===== config.mk =====
export PLATFORM = sky130hd
export DESIGN_NAME = cordic_atan2_ctrl
export DESIGN_NICKNAME = d
export VERILOG_FILES = /design/src/rtl/cordic_atan2_ctrl.sv
export SDC_FILE = /design/constraint.sdc
export NUM_CORES = 1
export LEC_CHECK = 0
export CELL_PAD_IN_SITES_DETAIL_PLACEMENT = 2
export CELL_PAD_IN_SITES_GLOBAL_PLACEMENT = 2
export CORE_MARGIN = 2
export CORE_UTILIZATION = 36
export DETAILED_ROUTE_END_ITERATION = 6
export GPL_TIMING_DRIVEN = 0
export PLACE_DENSITY_LB_ADDON = 0.1
export SYNTH_ARGS = -nofsm -noshare
export SYNTH_HDL_FRONTEND = slang
export SYNTH_SLANG_ARGS = --single-unit

===== constraint.sdc =====
create_clock -name clk -period 17.5 [get_ports clk]
set_input_delay 4.375 -clock clk [delete_from_list [all_inputs] [get_ports clk]]
set_output_delay 4.375 -clock clk [all_outputs]
set_load 0.1 [all_outputs]

===== src/rtl/cordic_atan2_ctrl.sv =====
// -----------------------------------------------------------------------------
// cordic_atan2_ctrl
//
// Front-end and sequencer for a 32-bit iterative vectoring CORDIC core.
// A signed (x, y) sample is accepted over a valid/ready handshake. It is
// pre-rotated into the right half-plane and magnitude-normalised so the core
// converges at full precision without overflow. The core is then started and
// its ITER iterations are waited out. The full-range atan2 phase (-pi..pi,
// Q3.29) is returned over a valid/ready handshake.
//
// Ports
//   clk         clock, all logic on rising edge
//   rst         asynchronous, active-high reset
//   in_valid    input sample valid
//   in_ready    high only while idle
//   in_x, in_y  signed integer coordinates, full 32-bit range
//   core_start  one-cycle start pulse to the core
//   core_x/y    normalised core operands (x >= 0), stable from START to CAPTURE
//   core_phi    core angle, Q2.30 radians
//   out_valid   result valid
//   out_ready   consumer accepts result
//   out_phase   signed Q3.29 radians, range [-pi, pi]
// -----------------------------------------------------------------------------
module cordic_atan2_ctrl #(
  parameter int          ITER     = 28,
  parameter logic [31:0] PI_Q329  = 32'h6487ED51
) (
  input  logic        clk,
  input  logic        rst,
  input  logic        in_valid,
  output logic        in_ready,
  input  logic [31:0] in_x,
  input  logic [31:0] in_y,
  output logic        core_start,
  output logic [31:0] core_x,
  output logic [31:0] core_y,
  input  logic [31:0] core_phi,
  output logic        out_valid,
  input  logic        out_ready,
  output logic [31:0] out_phase
);

  localparam int CNT_W = $clog2(ITER);

  typedef enum logic [2:0] {
    IDLE,
    NORM,
    START,
    WAIT,
    CAPTURE,
    OUT
  } state_t;

  state_t state_q, state_d;

  // 33-bit working copies: negating -2^31 needs the extra bit.
  logic signed [32:0] xn_q, yn_q;
  logic signed [31:0] quad_q;
  logic               zero_q;
  logic [CNT_W-1:0]   cnt_q;

  // Magnitude test for normalisation. OR-ing the magnitudes gives the
  // position of the larger leading one without a comparator.
  logic [32:0] ax, ay, m;
  logic        m_zero, m_big, m_small, norm_done;

  assign ax        = xn_q[32] ? -xn_q : xn_q;
  assign ay        = yn_q[32] ? -yn_q : yn_q;
  assign m         = ax | ay;
  assign m_zero    = ~|m;
  assign m_big     = |m[32:29];        // m >= 2^29
  assign m_small   = ~|m[32:28];       // m <  2^28
  assign norm_done = m_zero || (!m_big && !m_small);

  logic signed [31:0] phi_s;
  assign phi_s = $signed(core_phi);

  assign in_ready   = (state_q == IDLE);
  assign core_start = (state_q == START);

  // NOTE: every combinational output gets a default first so no path can
  // leave it unassigned and infer a latch.
  always_comb begin
    state_d = state_q;
    case (state_q)
      IDLE:    if (in_valid)                      state_d = NORM;
      NORM:    if (norm_done)                     state_d = START;
      START:                                      state_d = WAIT;
      WAIT:    if (cnt_q == CNT_W'(ITER - 1))     state_d = CAPTURE;
      CAPTURE:                                    state_d = OUT;
      OUT:     if (out_ready)                     state_d = IDLE;
      default:                                    state_d = IDLE;
    endcase
  end

  // NOTE: sequential state uses non-blocking assignments only, so every
  // register samples pre-edge values regardless of statement order.
  always_ff @(posedge clk or posedge rst) begin
    if (rst) begin
      state_q   <= IDLE;
      xn_q      <= '0;
      yn_q      <= '0;
      quad_q    <= '0;
      zero_q    <= 1'b0;
      cnt_q     <= '0;
      core_x    <= '0;
      core_y    <= '0;
      out_valid <= 1'b0;
      out_phase <= '0;
    end else begin
      state_q <= state_d;
      case (state_q)
        IDLE: begin
          if (in_valid) begin
            zero_q <= (in_x == 32'd0) && (in_y == 32'd0);
            if (in_x[31]) begin
              // Left half-plane: rotate by pi; the sign of y picks which
              // side of the branch cut the result lands on.
              xn_q   <= -$signed({in_x[31], in_x});
              yn_q   <= -$signed({in_y[31], in_y});
              quad_q <= in_y[31] ? -$signed(PI_Q329) : $signed(PI_Q329);
            end else begin
              xn_q   <= $signed({in_x[31], in_x});
              yn_q   <= $signed({in_y[31], in_y});
              quad_q <= '0;
            end
          end
        end
        NORM: begin
          if (norm_done) begin
            // Normalised magnitudes are below 2^29, so the low 32 bits
            // carry the full value.
            core_x <= xn_q[31:0];
            core_y <= yn_q[31:0];
          end else if (m_big) begin
            xn_q <= xn_q >>> 1;
            yn_q <= yn_q >>> 1;
          end else begin
            xn_q <= xn_q <<< 1;
            yn_q <= yn_q <<< 1;
          end
        end
        START: cnt_q <= '0;
        WAIT:  cnt_q <= cnt_q + CNT_W'(1);
        CAPTURE: begin
          // Q2.30 -> Q3.29, then undo the pre-rotation. |phi| <= pi/2 so
          // the sum stays within [-pi, pi].
          out_phase <= zero_q ? 32'd0 : 32'(($signed(phi_s) >>> 1) + quad_q);
          out_valid <= 1'b1;
        end
        OUT: if (out_ready) out_valid <= 1'b0;
        default: ;
      endcase
    end
  end

endmodule


Word-level counts from Yosys, hierarchy flattened:

Cells that the tools add are included.

* flip-flop bits (word level): 204
* word-level logic and storage cells: 74
* input port bits: 100
* output and inout port bits: 99

* mux-type cells: 23
* eq/ne operators: 12
* add/sub/neg operators: 6
* bitwise logic cells: 1
* reductions and logical operators: 20

Operators with widths (count)
* $mux W33: 10
* $pmux W33 S2: 2
* $mux W32: 3
* $neg A32 Y33: 2
* $neg A33 Y33: 2
* $logic_not A32 Y1: 2
* $or A33 B33 Y33: 1
* $reduce_or A33 Y1: 1
* $add A31 B32 Y32: 1
* $pmux W3 S6: 1
* $mux W3: 4
* $ne A2 B2 Y1 const B: 6
* $pmux W5 S2: 1
* $reduce_and A4 Y1: 2
* $eq A3 B2 Y1 const B: 2
* $eq A3 B3 Y1 const B: 2
* $reduce_and A2 Y1: 3
* $reduce_bool A2 Y1: 3
* $add A5 B1 Y5 const B: 1
* $eq A5 B5 Y1 const B: 1
* $reduce_or A5 Y1: 1
* $reduce_or A4 Y1: 1
* $eq A3 B1 Y1 const B: 1
* $logic_not A3 Y1: 1
* other kinds (6): 8

Depth between registers and ports, before layout:

Gate-level depths: netlist (run 1).

* word-level depth: 9
* depth in mapped cells: 15
* depth with buffers taken out: 12

Least setup slack after synthesis (run 1):

OpenSTA, ideal clock, no wires.

* path type: input port to flip-flop
* start: in in_x[9]
* end: reg xn_q[28]
* library setup time: 125 ps
* data required time: 17375 ps
* buffers on the path: 0
* arrival: 7414 ps
* stages on the path: 10
* path slack: 9962 ps
* path through: or4_1 -> or3_1 -> or3_1 -> or4_1 -> or4_1 -> o41ai_1 -> xnor2_1 -> nor2_1 -> a21oi_1 -> mux2_2

* longest elaborated chain between the ends: 4

RTL lines
* start, declared: RTL line 32 `input logic [31:0] in_x,`
* $neg A32 Y33: RTL line 119 `xn_q <= -$signed({in_x[31], in_x});`
* $mux W33: RTL line 116 `if (in_x[31]) begin`
* $mux W33: RTL line 114 `if (in_valid) begin`
* $pmux W33 S2: RTL line 112 `case (state_q)`
* end signal, assigned: RTL line 119
* end signal, assigned: RTL line 123 `xn_q <= $signed({in_x[31], in_x});`
* end signal, assigned: RTL line 136 `xn_q <= xn_q >>> 1;`
* end, declared: RTL line 57 `logic signed [32:0] xn_q, yn_q;`

No other way between the ends. The select of a mux whose other input is x is not followed.
A chain may end at the register's enable or synchronous reset.

Final worst setup path (run 1):

* start: in core_phi[1]
* end: reg out_phase[30]

* longest elaborated chain between the ends: 2

RTL lines
* start, declared: RTL line 37 `input logic [31:0] core_phi,`
* $add A31 B32 Y32: RTL line 148 `out_phase <= zero_q ? 32'd0 : 32'(($signed(phi_s) >>> 1) + quad_q);`
* $mux W32: RTL line 148
* end signal, assigned: RTL line 148
* end, declared: RTL line 40 `output logic [31:0] out_phase`

No other way between the ends.

==> results.md, run 1 <==
* Worst-margin pin slew at 1010 ps
* Slowest stage cell, crit path: a221oi_1
* Vias in the first global route at 13101
* Max-cap violation count at 0
* Cell breakdown of the critical path: clkdlybuf4s50_1 -> ha_1 -> fa_1 -> a21oi_1 -> o21bai_1 -> nor4_1 -> nor2_1 -> a221o_1 -> a2111o_1 -> a221oi_1 -> o21ai_0 -> xor2_1 -> a22o_1
* DP HPWL at 41100 um
* Adder-cell share of the synthesized area at 3.76%
* Cell taking the most area after synthesis: dfrtp_1
* Bufs on Longest Clock Path at 2
* Largest family of logic cells by synthesized area: compound AO/OA/AOI/OAI gates
* Status: finished, final reports clean
* Post-synth cell types at 76
* RSZ-0062 raised after global routing: no
* CTS resizes at 0
* Synth async-reset ratio at 100%
* Post-synthesis compound-gate area fraction at 20.8%
* Clock Latency Late Sink at roughly 470 ps
* Total routed wirelength at 54000 um
* Clk sink count at 175
* Share of cells above drive strength 1 at 9.11%
* Fillers at between 3000 and 4000
* Share of the synthesized area in the top cell type at a little over a third
* Fin. Hold Viols at 0
* Footprint of the multi-input gates at 7530 um2
* Syn Inst Count at 1396
* Final nets at 1749
* Port Buf Inserts at between 150 and 200
* Post-Route Utilization at 45.6%
* Setup TNS Final at 0 ps
* CTS Buf Count at 17
* DIE HEIGHT at 190 um
* Layout area overhead at 25.3%
* Post-DR wirelength/cell at between 20 and 30 um
* Vias/cell at approximately 6.0
* Initial antenna violation count at 1
* Vias at 12473
* Setup CP Type: in -> reg
* Num rows at 68
* DR pass1 iterations at 6
* Crit path DAT at ~8400 ps
* Synthesized area at 12500 um2
* Largest net degree at the start of global routing at 120
* CP Capture Type: register
* Critical path fanouts, max at 3
* Most common cell in the netlist: dfrtp_1
* CP required at about 18000 ps
* # DRC at 0
* Commonest cells in the netlist: 175 x dfrtp_1, 119 x nand2_1, 105 x nor2_1, 96 x clkbuf_1, 96 x o21ai_0
* Overflow after GRT at 0
* CTS Hold Bufs at 0
* Setup violators final at 0
* Largest stage delay on the critical path at roughly 600 ps
* Io pins at around 200
* Hold WC Path Type: reg -> reg
* Initial drt markers at 1004
* CTS HTree Levels at 4
* Slew HR at 32.4%
* Synth Warn # at 0
* Routed Antenna Nets at 0
* Fmax at 124 MHz
* Gr usage total at 30.2%
* Crit path time final at 8040 ps
* Top FF cell, synth: dfrtp_1
* Multiplexer share of the synthesized area at 11.7%
* Core area at 34400 um2
* Register area share after synthesis at 35.0%
* DIE WIDTH at between 150 and 200 um
* CTS tree: done
* Clk_skew at around 14 ps
* Die area at 36200 um2
* Setup repair bufs after CTS at 0
* First-pass GRT wire length at roughly 83000 um
* CTS root buf: clkbuf_16
* Simple-gate share of the synthesized area at about 18%
* Initial Util at between 30 and 40%
* Worst-path clk slew at 70 ps
* Fin. max-slew vios at 0
* Post-synthesis sequential element count at 175
* Main area contributors after synthesis: dfrtp_1 35%, mux2_2 5.1%, xnor2_1 4.6%, o21ai_0 3.8%, ha_1 3.6%
* Crit start category: primary input
* Global placer's final weighted congestion at between 0.9 and 1
* Syn Area/Cell at 8.96 um2
* Crit share post-route at 45.9%
* Final Non-Filler Cells at 2082
* Sequential Area at approximately 4400 um2
* Dpl cells at between 2000 and 2500
* EDFF count, synth at 0
* Syn nets at 1533
* Xor/xnor share of the synthesized area at 6.37%
placed cells by master, fill, tap and decap left out, types with 37 or more instances in the layout:
master / n
o21ai_0: 96
a21oi_1: 79
nand2_1: 119
nor2_1: 105
mux2i_1: 43
mux2_2: 57
xnor2_1: 66
inv_1: 37
clkdlybuf4s50_1: 196
clkbuf_1: 97
dfrtp_1: 175
through the flow:
stage          instance area [um2]  setup WS, ps  hold WS [ps]
4_1_cts                      15700          9450           494
2_1_floorplan                12500          8380           450
3_5_place_dp                 15100          8980           478
3_3_place_gp                 15000          5550           462
6_report                     15700          9460           484
5_1_grt                      15700          9100           515
path summary, 6_finish.rpt:
kind                             start             to  slack (ps)  depth (start not counted)
setup reg to reg               yn_q[1]     core_y[16]       11860                         12
hold reg to reg              core_y[0]      core_y[0]         480                          2
min in group asynchronous          rst     core_y[15]        4330                          2
max in group asynchronous          rst     state_q[0]       12190                          3
hold / removal               core_y[0]      core_y[0]         480                          2
setup / recovery           core_phi[1]  out_phase[30]        9460                         13
flip-flops by register name, indices dropped and copies added (netlist names):
name,flops
state_q,3
quad_q,3
out_valid,1
core_x,32
out_phase,32
zero_q,1
yn_q,33
xn_q,33
core_y,32
cnt_q,5
per-layer routing:
metal,global-route usage [%],share of wire [%]
met1,41.1,45
met4,9.09,2.3
met5,0,0
met3,4.80,5.4
met2,49.1,47
final cells by class:
| type | count | share of cell area (%) |
|---|---|---|
| multi-input cells | 1072 | 48.1 |
| flip-flops and latches | 175 | 27.9 |
| repair buffers | 197 | 12.7 |
| well taps | 455 | 3.63 |
| plain buffers | 111 | 2.88 |
| clock buffers | 19 | 2.83 |
| clock inverters | 13 | 0.974 |
| inverters | 38 | 0.958 |
| diodes | 2 | 0.0319 |
worst max-delay path: cells and delay by family:
kind,cells,cell delay [ps]
AO/OA/AOI/OAI,7,2250
adder cells (fa/ha/maj),2,660
AND/OR/NAND/NOR,2,500
buffers and inverters,1,410
XOR/XNOR,1,170
kinds of logic after synthesis:
group,count (synthesis)
AND/OR/NAND/NOR,434
flip-flops,175
AO/OA/AOI/OAI,384
multiplexers,126
adder cells (fa/ha/maj),37
buffers and inverters,149
XOR/XNOR,91
Power of run 1 is not shown: default switching activity piles up to over one toggle a cycle in this logic, so the estimate is an artifact.
==> run 2: changes to the inputs <==
--- a/config.mk
+++ b/config.mk
@@ -8,7 +8,7 @@
 export CELL_PAD_IN_SITES_DETAIL_PLACEMENT = 2
 export CELL_PAD_IN_SITES_GLOBAL_PLACEMENT = 2
 export CORE_MARGIN = 2
-export CORE_UTILIZATION = 36
+export CORE_UTILIZATION = 30
 export DETAILED_ROUTE_END_ITERATION = 6
 export GPL_TIMING_DRIVEN = 0
 export PLACE_DENSITY_LB_ADDON = 0.1
==> constraint.sdc (replaced) <==
create_clock -name clk -period 6.8 [get_ports clk]
set_input_delay 1.7 -clock clk [delete_from_list [all_inputs] [get_ports clk]]
set_output_delay 1.7 -clock clk [all_outputs]
set_load 0.1 [all_outputs]
==> run 2 against run 1 <==
- critical path depth did not move
- clock skew grew 3.8 ps
- largest cell class unchanged
- final cell count up 3.7%
==> results.md, run 2 (synthesized netlist as in run 1, its figures left out) <==
* Max-cap violation count at 0 (unchanged)
* Clk_skew at 17.5 ps (+3.81 ps)
* Worst R2R Start: yn_q[1]
* Initial drt markers at 647 (-36%)
* DIE HEIGHT at 208 um (+9.3%)
* Min-delay src: core_x[2]
* Final nets at 1749 (unchanged)
* Leak pwr at about 6.2 nW
* R2r setup slk at 1270 ps (-10590 ps)
* Routed Antenna Nets at 0 (unchanged)
* RSZ-0062 raised after global routing: no
* Vias at 12327 (-1.2%)
* Fmax at about 180 MHz
* Gr busiest metal: met2
* Hold EP: core_x[2]
* GR Util met3 at 3.41% (-1.4 points)
* Crit share post-route at 81.3%
* Worst-margin pin slew at 1040 ps (+28.9 ps)
* Fillers at 4590 (+20%)
* Fin. max-slew vios at 0 (unchanged)
* Status: finished, final reports clean
* VDD IR max at 0.419 mV
* CTS Buf Count at 17 (unchanged)
* Share of cells above drive strength 1 at 9.17% (+0.062 points)
* Gr usage total at 26.4% (-3.7 points)
* First-pass GRT wire length at 86600 um (+4.7%)
* Post-DR wirelength/cell at 26.3 um (+1.3%)
* Crit start category: register
* Hold WC Path Type: reg -> reg
* Port Buf Inserts at 196 (unchanged)
* Core area at 41000 um2 (+19%)
* Post-Route Utilization at 38.4% (-7.2 points)
* Footprint of the multi-input gates at 7530 um2 (unchanged)
* Met1 Usage GRT at 35.7% (-5.3 points)
* CTS Hold Bufs at 0 (unchanged)
* Largest net degree at the start of global routing at 94 (-22%)
* Dpl cells at 2125 (+3.8%)
* Slew HR at 30.4% (-1.9 points)
* DIE WIDTH at 208 um (+9.3%)
* Vias/cell at 5.71 (-4.7%)
* Pre-CTS WS at 952 ps (-8030 ps)
* Pwr dens at 621 nW/um2
* Worst-path clk slew at 80 ps (about the same)
* Layout area overhead at 25.8%
* Crit path DAT at 5860 ps (-2530 ps)
* Met2 Use GR at 45.1% (-4.1 points)
* Commonest non-fill, non-tap cells in the layout: 196 x clkdlybuf4s50_1, 175 x dfrtp_1, 119 x nand2_1
* DP HPWL at 43900 um (+6.7%)
* RR Endpoint: core_y[17]
* CTS resizes at 0 (unchanged)
* Initial Util at 30.5% (-5.9 points)
* Die area at 43300 um2 (+20%)
* PnR worst setup slack at 1270 ps (-8190 ps)
* CTS HTree Levels at 4 (unchanged)
* CTS root buf: clkbuf_16
* Hold Path Cell Cnt at 2 (unchanged)
* Vias in the first global route at 13479 (+2.9%)
* Clk sink count at 175 (unchanged)
* Io pins at 199 (unchanged)
* Num rows at 74 (+8.8%)
* DR pass1 iterations at 5 (-1)
* # DRC at 0 (unchanged)
* Crit path time final at 5530 ps
* Total routed wirelength at 56700 um (+5.0%)
* Overflow after GRT at 0 (unchanged)
* Setup repair bufs after CTS at 0 (unchanged)
* Global placer's final weighted congestion at 0.849 (-7.1%)
* Top flop regs: xn_q (33), yn_q (33)
* CTS tree: done
* Worst R2R Path Depth at 13 (+1)
* Initial antenna violation count at 2 (+1)
* Setup CP Type: reg -> reg
* Sequential Area at 4380 um2 (unchanged)
* Bufs on Longest Clock Path at 2 (unchanged)
* Final Non-Filler Cells at 2158 (+3.7%)
* Fin. Hold Viols at 0 (unchanged)
* Critical path fanouts, max at 10 (+7)
* Commonest non-fill, non-tap cell in the layout: clkdlybuf4s50_1
* Clock Latency Late Sink at 480 ps (about the same)
* Setup violators final at 0 (unchanged)
* CP required at 7140 ps (-10710 ps)
* CP Capture Type: register
-- run 2: cell types whose count changed in the layout (fill, tap and decap cells not counted), sizes merged --
cell / previous run / this run
inv: 43 / 48
diode: 2 / 1
clkinv: 4 / 1
bufinv: 2 / 0
clkbuf: 115 / 114
clkinvlp: 2 / 3
-- run 2: how the worst max path moves through the flow --
stage                            from            end  slack [ps]  depth (start not counted)
after floorplan                   rst       cnt_q[0]         350                          1
after global placement            rst       cnt_q[1]       -2780                          2
after detailed placement  core_phi[1]  out_phase[30]         950                         13
after CTS                     yn_q[1]     core_x[13]        1270                         12
after global routing          yn_q[1]     core_x[16]         940                         13
final                         yn_q[1]     core_y[17]        1270                         13
-- run 2: per-stage QoR --
stage               hold slack [ps]  setup TNS [ps]  power, mW  area [um2]
floorplan                       450               0       6.69       12500
global placement                464         -480570       8.60       15100
detailed placement              473               0       8.75       15200
CTS                             489               0       9.80       15700
global route                    519               0       10.3       15700
finish                          484               0       9.77       15700
-- run 2: power breakdown --
part	total, mW	internal (mW)	switching [mW]	leakage, nW
sequential	1.98	1.54	0.439	2.13
combinational	6.78	2.09	4.69	3.78
clock	1.01	0.491	0.520	0.269
total	9.77	4.12	5.65	6.17
-- run 2: metal layers --
metal / vias to the layer above / wire [um] / part of all wire, %
li1: 5590 / - / -
met1: 6416 / 26400 / 47
met2: 276 / 27400 / 48
met3: 45 / 2130 / 3.8
met4: 0 / 764 / 1.3
met5: - / 0 / 0
-- run 2: critical path: stages, from the launching register on --
cell and delay, ps:
dfrtp_1 360, clkbuf_1 190, inv_1 230, ha_1 380, nor4b_1 690, nand2_1 230
nor4_2 660, a31o_2 260, a31oi_1 130, nor4_4 630, nand3_1 800, clkbuf_1 560
nand2_1 170, o21ai_0 90
-- run 2: final cells by class --
class	count	area share, %
multi-input cells	1072	47.9
flip-flops and latches	175	27.8
repair buffers	197	12.6
well taps	532	4.23
plain buffers	111	2.87
clock buffers	18	2.79
inverters	38	0.954
clock inverters	14	0.764
diodes	1	0.0159
(Power assumes the default switching activity.)
==> run 3: changes to the inputs <==
--- a/config.mk
+++ b/config.mk
@@ -8,7 +8,7 @@
 export CELL_PAD_IN_SITES_DETAIL_PLACEMENT = 2
 export CELL_PAD_IN_SITES_GLOBAL_PLACEMENT = 2
 export CORE_MARGIN = 2
-export CORE_UTILIZATION = 30
+export CORE_UTILIZATION = 34
 export DETAILED_ROUTE_END_ITERATION = 6
 export GPL_TIMING_DRIVEN = 0
 export PLACE_DENSITY_LB_ADDON = 0.1
==> constraint.sdc (replaced) <==
create_clock -name clk -period 5.15 [get_ports clk]
set_input_delay 1.2875 -clock clk [delete_from_list [all_inputs] [get_ports clk]]
set_output_delay 1.2875 -clock clk [all_outputs]
set_load 0.1 [all_outputs]
==> run 3 against run 2 <==
- clock-buffer cell count increased by 3
- flip-flop and latch count unchanged
- maximum frequency increased by 9.7%
- critical path depth unchanged
- first-iteration DRC count increased by 27%
- register-to-register slack got worse by 1200 ps
- sequential share of layout area decreased by 0.060 points
- non-clock buffer count increased by 6
- worst setup slack got worse by 1200 ps
- total power increased by 32%
- critical path type unchanged
- die area decreased by 12%
- largest power group unchanged
==> results.md, run 3 (synthesized netlist as in run 1, its figures left out) <==
* Pwr dens at 815 nW/um2 (+31%)
* CTS Buf Count at 17 (unchanged)
* CP Capture Type: register
* Die area at 38300 um2 (-12%)
* WHS at 483 ps (-1.33 ps)
* Cell breakdown of the critical path: clkbuf_1 -> inv_1 -> ha_1 -> or4b_2 -> nor3_1 -> a41oi_1 -> o31ai_1 -> nand4_1 -> nor4_1 -> a31o_2 -> nand3_2 -> clkbuf_1 -> mux2_2
* CTS HTree Levels at 4 (unchanged)
* Vias/cell at 5.96 (+4.3%)
* Crit path time final at 5040 ps (-490 ps)
* Largest net degree at the start of global routing at 41 (-56%)
* Initial drt markers at 822 (+27%)
* Setup CP Type: reg -> reg
* Initial antenna violation count at 2 (unchanged)
* Initial Util at 34.3% (+3.8 points)
* Fin. max-slew vios at 0 (unchanged)
* Crit share post-route at 97.8% (+17 points)
* Io pins at 199 (unchanged)
* Share of cells above drive strength 1 at 9.75% (+0.58 points)
* CTS tree: done
* Gr usage total at 29.0% (+2.6 points)
* Layout area overhead at 26.1%
* Routed Antenna Nets at 0 (unchanged)
* DP HPWL at 42000 um (-4.2%)
* Largest stage delay on the critical path at 660 ps (-140 ps)
* Top flop regs: xn_q (33), yn_q (33)
* Slew HR at 23.4% (-7.0 points)
* Vias at 12512 (+1.5%)
* Crit start category: register
* Num rows at 70 (-5.4%)
* Worst-margin pin slew at 1120 ps (+79.9 ps)
* R2r setup slk at 110 ps (-1160 ps)
* Final nets at 1755 (+0.34%)
* Final Non-Filler Cells at 2100 (-2.7%)
* CTS root buf: clkbuf_16
* Hold WC Path Type: reg -> reg
* Bufs on Longest Clock Path at 2 (unchanged)
* Clk_skew at 16.4 ps (-1.07 ps)
* Status: finished, final reports clean
* RSZ-0062 raised after global routing: no
* Leak pwr at 6.23 nW (+0.98%)
* Clock Latency Late Sink at 470 ps (about the same)
* Global placer's final weighted congestion at 0.887 (+4.5%)
* Max-cap violation count at 0 (unchanged)
* DIE WIDTH at 196 um (-5.9%)
* Fillers at 4013 (-13%)
* CP required at 5500 ps (-1640 ps)
* Total routed wirelength at 54900 um (-3.2%)
* Overflow after GRT at 0 (unchanged)
* DR pass1 iterations at 7 (+2)
* Tot Pwr at 12.9 mW (+32%)
* CP most frequent cell: clkbuf_1
* Fmax at 199 MHz (+9.7%)
* Commonest non-fill, non-tap cells in the layout: 196 x clkdlybuf4s50_1, 175 x dfrtp_1, 119 x nand2_1
* Port Buf Inserts at 196 (unchanged)
* Fin. Hold Viols at 0 (unchanged)
* Setup TNS Final at 0 ps (unchanged)
* Core area at 36400 um2 (-11%)
* Dpl cells at 2064 (-2.9%)
* DIE HEIGHT at 196 um (-5.9%)
* # DRC at 0 (unchanged)
* Setup violators final at 0 (unchanged)
* Crit path DAT at 5390 ps (-470 ps)
* VDD IR max at 0.568 mV (+36%)
* Slowest stage cell, crit path: or4b_2
* First-pass GRT wire length at 84000 um (-3.0%)
* Post-DR wirelength/cell at 26.1 um (-0.54%)
* Critical path fanouts, max at 10 (unchanged)
* Clk sink count at 175 (unchanged)
* Worst-path clk slew at 70 ps (about the same)
* Commonest non-fill, non-tap cell in the layout: clkdlybuf4s50_1
* CTS Hold Bufs at 0 (unchanged)
* Vias in the first global route at 13460 (-0.14%)
## run 3: changes by cell type in the layout (fill, tap and decap cells not counted), moves of 2 or more
| cell | previous run | this run |
|---|---|---|
| inv_6 | 8 | 3 |
| buf_12 | 0 | 4 |
| buf_4 | 1 | 5 |
| clkinv_4 | 0 | 3 |
| inv_8 | 3 | 0 |
| clkbuf_1 | 96 | 98 |
| nor4b_1 | 5 | 3 |
| nor4b_2 | 0 | 2 |
## run 3: repair_timing
action,4_1_cts,5_1_grt
endpoints found under the setup margin,81,81
buffers inserted,0,4
pin swaps,0,1
gates resized for setup,2,6
## run 3: final timing paths
| check | start | endpoint | cells after the start |
|---|---|---|---|
| setup / recovery | yn_q[1] | core_y[18] | 13 |
| hold / removal | core_y[9] | core_y[9] | 2 |
| setup reg to reg | yn_q[1] | core_y[18] | 13 |
| hold reg to reg | core_y[9] | core_y[9] | 2 |
| max in group asynchronous | rst | core_y[18] | 3 |
| min in group asynchronous | rst | out_phase[1] | 2 |
## run 3: cell type report
class | instances | area (um2) | area share [%]
Inverter | 38 | 146 | 0.929
Tap cell | 468 | 586 | 3.71
Multi-Input combinational cell | 1072 | 7570 | 48.0
Timing Repair Buffer | 204 | 2070 | 13.1
Clock buffer | 21 | 450 | 2.86
Antenna cell | 1 | 2.50 | 0.0159
Sequential cell | 175 | 4380 | 27.8
Clock inverter | 11 | 108 | 0.683
Buffer | 110 | 449 | 2.85
## run 3: where the power goes
part	switching [mW]	total, mW	internal, mW
registers	0.559	2.60	2.04
logic	6.16	8.94	2.78
clock network	0.632	1.32	0.684
## run 3: metrics by stage
stage          setup WS, ps  cell area [um2]  util [%]
6_report                114            15800      43.3
5_1_grt                8.40            15800      43.3
4_1_cts                 114            15700      43.1
3_5_place_dp           -332            15100      41.5
3_3_place_gp           -239            15100      41.3
2_1_floorplan           699            12500         -
## run 3: layer usage
layer  up-vias  part of all wire [%]  global-route usage, %
li1       5610                     -                      -
met1      6463                    46                   39.2
met2       358                    48                   48.7
met3        81                   4.1                   3.27
met4         0                   2.4                   9.01
met5         -                     0                      0
## run 3: critical path: cells and delay by family (launching register included)
family          cells  cell delay, ps
flops               1             370
mux                 1             380
buf+inv             3             850
compound gates      3            1000
fa+ha+maj           1             380
simple gates        5            1930
==> RTL change (config.mk and constraints of run 2) <==
The 6 states of `state_t` get a Gray code encoding in 3 bits.
--- a/src/rtl/cordic_atan2_ctrl.sv
+++ b/src/rtl/cordic_atan2_ctrl.sv
@@ -43,12 +43,12 @@
   localparam int CNT_W = $clog2(ITER);
 
   typedef enum logic [2:0] {
-    IDLE,
-    NORM,
-    START,
-    WAIT,
-    CAPTURE,
-    OUT
+    IDLE    = 3'b000,
+    NORM    = 3'b001,
+    START   = 3'b011,
+    WAIT    = 3'b010,
+    CAPTURE = 3'b110,
+    OUT     = 3'b111
   } state_t;
 
   state_t state_q, state_d;
Function: same outputs for any inputs over 4 cycles, from zero or initial values and one cycle with rst high; so few cycles prove little.
==> RTL change against run 2 <==
Sequential cell count is the same. Power down 19%. Synthesized cell count fell by 0.21%. Setup slack lost 0.16 ns. Synthesized area grew 2.3%. Utilization shrank 0.29 points. Worst hold slack gained 0.0049 ns. Cell area increased by 1.7%. Via count fell by 1.8%. Routed wire length decreased by 4.6%. Critical path depth unchanged. Final cell count about the same. Clock skew fell by 0.0067 ns.
==> RTL change: results (changes against run 2) <==
The number of nets in the synthesized netlist is 1530 (-0.20%), and the number of antenna violations at the first check in global routing is 1 (-1). The run gives 0.2491 (-0.01515) as the overall track demand over capacity in global routing. The run gives 0.03308 (-0.001038) as the global routing met3 resource utilization.

The flow ran to the end, and the final reports show no timing, DRC or antenna violations. The slowest stage of the critical path is the a2111oi_0 cell. Measured slew at the worst slew-check pin: 1.231 ns (+0.1912 ns).

By count the netlist is led by dfrtp_1 (175), nand2_1 (140), nor2_1 (121). The final clock skew was 0.01080 ns (-0.006666 ns); the global routing usage on met1 was 0.3470 (-0.01025). Capture point of the worst path: out_phase[30].

The cell count of the worst reg-to-reg path is 14 (+1). Final worst-path setup slack: 1.117 ns (-0.1564 ns). The via density per instance is 5.608 (-1.8%).

By area the synthesized netlist is led by dfrtp_1 (34%), mux2_4 (6.5%), mux2_1 (5.6%). The global-route wire length before repair is 83.38 mm (-3.8%). Placer congestion estimate: 0.8923 (+5.1%).

The worst register-to-register path begins at xn_q[1]. The delay of the slowest cell on the worst path is 0.77 ns (-0.03 ns). The clock-pin slew of the registers on the worst-case setup and hold paths came out at 0.06 ns (-0.02 ns). The maximum fanout encountered on the critical timing path was 3 (-7). The endpoint of the worst register-to-register path is xn_q[0]. The tools report the arrival time of the worst setup path as 6.03 ns (+0.17 ns). The tools report the origin of the worst setup path as core_phi[1].

The wire length reported by the detailed router is 54.14 mm (-4.6%).
[RTL change: how the worst min path moves through the flow]
stage,slack [ns],to,cells after the start,start
finish,0.49,core_y[31],1,core_y[31]
detailed placement,0.47,out_phase[22],2,out_phase[22]
CTS,0.49,out_phase[22],2,out_phase[22]
global placement,0.46,out_phase[4],2,out_phase[4]
global route,0.51,core_x[9],1,core_x[9]
floorplan,0.44,cnt_q[4],1,cnt_q[4]
[RTL change: logic make-up after synthesis]
logic type / count (synthesis) / share of synthesized area
simple gates: 471 / 0.1830
xor+xnor: 92 / 0.06301
buf+inv: 139 / 0.04794
fa+ha+maj: 37 / 0.03679
mux: 147 / 0.1441
flops: 175 / 0.3424
compound gates: 332 / 0.1828
[RTL change: cell type report]
cell class                 instances  area (um^2)
timing repair buffer             197         1989
sequential                       175         4379
clock inverter                     6        60.06
clock buffer                      24        481.7
multi-input combinational       1079         7796
tap                              539        674.4
inverter                          24        97.59
fill                            4676        26040
buffer                           115        523.0
[RTL change: per-layer routing]
metal / routed length, um / part of all wire / vias up
met1: 26470 / 0.49 / 6292
met4: 1117 / 0.021 / 0
li1: - / - / 5583
met5: 0 / 0 / -
met2: 25220 / 0.47 / 185
met3: 1342 / 0.025 / 47
[RTL change: through the flow]
stage	instances	cell area, um^2	TNS [ns]
finish	2159	16000	0
global route	2159	16000	0
CTS	2159	16000	0
detailed placement	2129	15460	0
global placement	2128	15420	-497.05
floorplan	1393	12790	0
[RTL change: power by group through the flow]
stage                     registers, mW  logic [mW]  clock network, mW
final                              1.82        5.09              0.974
after global routing               1.88        5.44               1.04
after CTS                          1.83        5.10               1.01
after detailed placement           1.84        5.08                  0
after global placement             1.82        4.98                  0
after floorplan                    2.86        2.52                  0
